File: config.mk
export PLATFORM = sky130hd
export DESIGN_NAME = hazard_unit
export DESIGN_NICKNAME = d
export VERILOG_FILES = /design/src/rtl/hazard_pkg.sv /design/src/rtl/forward_select.sv /design/src/rtl/hazard_unit.sv
export SDC_FILE = /design/constraint.sdc
export NUM_CORES = 1
export LEC_CHECK = 0
export CAP_MARGIN = 5
export CELL_PAD_IN_SITES_DETAIL_PLACEMENT = 1
export CELL_PAD_IN_SITES_GLOBAL_PLACEMENT = 2
export CORE_UTILIZATION = 31
export DETAILED_ROUTE_END_ITERATION = 6
export DONT_BUFFER_PORTS = 1
export PLACE_DENSITY_LB_ADDON = 0.1
export SLEW_MARGIN = 20
export SYNTH_ARGS = -nofsm -noshare
export SYNTH_HDL_FRONTEND = slang
export SYNTH_SLANG_ARGS = --single-unit
File: constraint.sdc
create_clock -name vclk -period 1.9
set_clock_uncertainty 0.05 [all_clocks]
set_input_delay 0.285 -clock vclk [all_inputs]
set_output_delay 0.285 -clock vclk [all_outputs]
set_load 0.005 [all_outputs]
File: src/rtl/hazard_pkg.sv
// ============================================================================
// Module      : hazard_pkg
// Description : Forwarding-select codes and shared types for the hazard unit.
// Revision    : 1.0
// ============================================================================
`default_nettype none

package hazard_pkg;

  localparam logic [1:0] NO_FORWARD  = 2'b00;
  localparam logic [1:0] WB_FORWARD  = 2'b01;
  localparam logic [1:0] MEM_FORWARD = 2'b10;

  typedef logic [4:0] reg_idx_t;

  typedef struct packed {
    logic stall_f;
    logic stall_d;
    logic stall_e;
    logic stall_m;
    logic stall_w;
    logic flush_d;
    logic flush_e;
  } hazard_ctrl_t;

  // Written with & so that a deasserted write enable masks X on the indices.
  function automatic logic reg_match(input reg_idx_t rs, input reg_idx_t rd, input logic we);
    return we & (rs != '0) & (rs == rd);
  endfunction

endpackage

`default_nettype wire

File: src/rtl/forward_select.sv
// ============================================================================
// Module      : forward_select
// Description : Picks the Execute-stage operand source for one source register.
// Revision    : 1.0
// ============================================================================
`default_nettype none

module forward_select
  import hazard_pkg::*;
(
  input  logic [4:0] Rs,
  input  logic [4:0] RdM,
  input  logic       RegWriteM,
  input  logic [4:0] RdW,
  input  logic       RegWriteW,
  output logic [1:0] Forward
);

  logic w_mem_hit;
  logic w_wb_hit;

  assign w_mem_hit = reg_match(Rs, RdM, RegWriteM);
  assign w_wb_hit  = reg_match(Rs, RdW, RegWriteW);

  // The younger Memory result shadows the Writeback one.
  always_comb begin
    Forward = ({2{w_mem_hit}} & MEM_FORWARD)
            | ({2{~w_mem_hit & w_wb_hit}} & WB_FORWARD);
  end

endmodule

`default_nettype wire

File: src/rtl/hazard_unit.sv
// ============================================================================
// Module      : hazard_unit
// Description : Stall, flush and forwarding control for the 5-stage pipeline.
// Revision    : 1.0
// ============================================================================
`default_nettype none

module hazard_unit
  import hazard_pkg::*;
(
  input  logic       clk,
  input  logic       reset,
  input  logic       InstrMissF,
  input  logic [4:0] Rs1D,
  input  logic [4:0] Rs2D,
  input  logic [4:0] Rs1E,
  input  logic [4:0] Rs2E,
  input  logic [4:0] RdE,
  input  logic       ResultSrcEb2,
  input  logic       PCSrcb1,
  input  logic [4:0] RdM,
  input  logic       RegWriteM,
  input  logic [4:0] RdW,
  input  logic       RegWriteW,
  input  logic [1:0] PCSrcReg,
  input  logic       InstrCacheRepActive,
  output logic       StallF,
  output logic       StallD,
  output logic       StallE,
  output logic       StallM,
  output logic       StallW,
  output logic       FlushD,
  output logic       FlushE,
  output logic [1:0] ForwardAE,
  output logic [1:0] ForwardBE
);

  logic         w_load_stall;
  logic         w_redirect_pending;
  hazard_ctrl_t w_ctrl;

  // Pure decode of the current cycle; these inputs exist only for interface symmetry.
  logic w_unused;
  assign w_unused = &{1'b0, clk, reset, InstrCacheRepActive, PCSrcReg[0]};

  forward_select u_forward_a (
    .Rs        (Rs1E),
    .RdM       (RdM),
    .RegWriteM (RegWriteM),
    .RdW       (RdW),
    .RegWriteW (RegWriteW),
    .Forward   (ForwardAE)
  );

  forward_select u_forward_b (
    .Rs        (Rs2E),
    .RdM       (RdM),
    .RegWriteM (RegWriteM),
    .RdW       (RdW),
    .RegWriteW (RegWriteW),
    .Forward   (ForwardBE)
  );

  assign w_load_stall       = ResultSrcEb2 & (RdE != '0) & ((Rs1D == RdE) | (Rs2D == RdE));
  assign w_redirect_pending = PCSrcReg[1];

  // A latched redirect frees Fetch; a fresh mispredict during a miss waits to be latched.
  always_comb begin
    w_ctrl         = '0;
    w_ctrl.stall_f = w_load_stall | (InstrMissF & ~w_redirect_pending);
    w_ctrl.stall_d = w_load_stall | InstrMissF;
    w_ctrl.stall_e = InstrMissF;
    w_ctrl.stall_m = InstrMissF;
    w_ctrl.stall_w = InstrMissF;
    w_ctrl.flush_d = PCSrcb1 | w_redirect_pending;
    w_ctrl.flush_e = (~InstrMissF & (w_load_stall | PCSrcb1)) | w_redirect_pending;
  end

  assign StallF = w_ctrl.stall_f;
  assign StallD = w_ctrl.stall_d;
  assign StallE = w_ctrl.stall_e;
  assign StallM = w_ctrl.stall_m;
  assign StallW = w_ctrl.stall_w;
  assign FlushD = w_ctrl.flush_d;
  assign FlushE = w_ctrl.flush_e;

endmodule

`default_nettype wire

==> impl_results.md <==
- Outcome: completed
- Setup CP Type: primary input to output pin
- Mux cell area share after synthesis: 0%
- Cells after DPL: 73
- First drt pass iteration count: 3
- Critical path arrival: 1.29 ns
- P_leak: 0.135 nW
- Vias in the first global route: between 400 and 500
- Final nets: ~100
- Initial antenna violation count: 0
- DR vias: slightly above 400
- Die X-Extent: roughly 42 µm
- Cell repeated most along the worst path: nor4_2
- Dpl hpwl: between 1000 and 1500 µm
- Peak VDD IR: approximately 0.053 mV
- Ys Warns: 0
- Drt total wl: between 1000 and 1500 µm
- Fmax: 614 MHz
- Sequential fraction of the synthesis area: 0%
- Power Total: about 80 µW
- Largest family of logic cells by synthesized area: XOR/XNOR gates
- Simple-gate area share of the yosys netlist: between 30% and 40%
- Input/output buffers: 0
- Reported max-cap violation count: 0
- Largest net degree at the start of global routing: 6
- DRC Markers: 0
- GRT Total Usage: between 10% and 20%
- Fin crit share: 85.7%
- Post-synthesis compound-gate area fraction: under 10%
- XOR/XNOR share of the synthesized area: 52.6%
- Fin. max-slew vios: 0
- Antenna Cells: 0
- Syn_area_per_cell: between 8 and 9 µm²
- Fin cells: 73
- Core area: around 1500 µm²
- CTS Hold Bufs: 0
- Seq cells: 0
- Final Critical Period: between 1.5 and 2 ns
- Synthesized area: approximately 500 µm²
- First-pass GRT wire length: between 1500 and 2000 µm
- Worst Max-Slew Pin Slew: around 0.35 ns
- RSZ-0062 raised after global routing: false
- Worst Setup End Kind: output pin
- Register area: 0 µm²
- Hold crit path type: primary input to output pin
- Post-cts resize count: 0
- Max FO, Critical Path: 3
- GRT overflow: 0
- P&R area growth vs syn: -3.51%
- Worst EP required: 1.56 ns
- Hold Startpoint: InstrMissF
- Synth unique cells: 18
- Final setup viols: 0
- Final hold vios: 0
- Mapped Nets: ~110
- Final GP Congestion: around 0.65
- Syn Inst Count: between 60 and 70
- Crit-path slowest cell: or4_4
- Clock buffers: 0
- DIE AREA: 1770 µm²
- Vias per inst: roughly 5.5
- Leading cell type in the layout, fill and taps excluded: xnor2_1
- Worst stage delay on the critical path: 0.53 ns
- Setup TNS: 0 ns
- Critical path's top delay family: simple AND/OR/NAND/NOR gates
- Setup crit start kind: primary input
- FP Rows: 14
- Setup repair bufs after CTS: 0
- Commonest non-fill, non-tap cells in the layout: xnor2_1 (16), xor2_1 (14), nand4_1 (4), nor4_2 (4)
- Post-route ant nets: 0
- Initial core utilization: approximately 33%
- Adder-cell share of the synthesized area: 0%
- DR iter-0 viols: 2
- Worst Path Buf+Inv: 0
- Cell Chain, Critical Path: or4_4 > nor2_4 > nor4_2 > nor4_2
- Rel. slew slack: between 70 and 80%
- IO Count: 56
- Critical path origin: Rs2E[1]
- Routed len/inst: ~15 µm
- Die height: around 42 µm
- P per Cell Area: 166 nW/µm²
- Layout cell share with drive strength beyond 1: 15.8%
[per-layer routing]
metal  GRT usage, %  vias up  wire, µm
met4          0.625        0         0
li1               -      203         -
met3           6.47        0       165
met2           20.0       27       485
met1           17.7      175       470
met5              0        -         0
[worst paths after layout]
path / to / slack, ns / cells past startpoint
setup / recovery: ForwardBE[0] / 0.27 / 4
hold / removal: StallM / 0.52 / 0
[synthesized netlist by cell type, drive strengths merged]
| master | number | share of area (%) |
|---|---|---|
| xnor2 | 16 | 28 |
| xor2 | 14 | 25 |
| buf | 5 | 7.5 |
| nand4 | 4 | 5.0 |
| nor2 | 4 | 6.0 |
| nor4 | 4 | 10 |
| or4 | 3 | 6.0 |
| nand2 | 2 | 1.5 |
| nor3 | 2 | 2.0 |
| o21ai | 2 | 2.0 |
| a21oi | 1 | 1.0 |
| a22oi | 1 | 1.5 |
| inv | 1 | 0.75 |
| o22ai | 1 | 1.3 |
| o31ai | 1 | 1.5 |
| or2 | 1 | 1.3 |
[power breakdown]
part	switching (mW)	total [mW]	internal (mW)
combinational	0.0325	0.0799	0.0475
clock	0	0	0
sequential	0	0	0
total	0.0325	0.0799	0.0475
[stage by stage]
stage	util, %	setup WS, ns	hold WS (ns)	instance area [µm²]
after floorplan	-	0.316	0.583	499
after global placement	32.0	0.273	0.520	482
after detailed placement	32.0	0.267	0.520	482
after CTS	32.0	0.267	0.520	482
after global routing	32.0	0.197	0.520	482
final	32.0	0.272	0.520	482
[cell type report]
class / instances / area, µm²
Fill cell: 183 / 1020
Multi-Input combinational cell: 56 / 458
Tap cell: 16 / 20.0
Inverter: 1 / 3.75
[logic make-up after synthesis]
group           count (synthesis)
xor+xnor                       30
simple gates                   20
compound gates                  6
buf+inv                         6
Power figures use the tool's default switching activity.
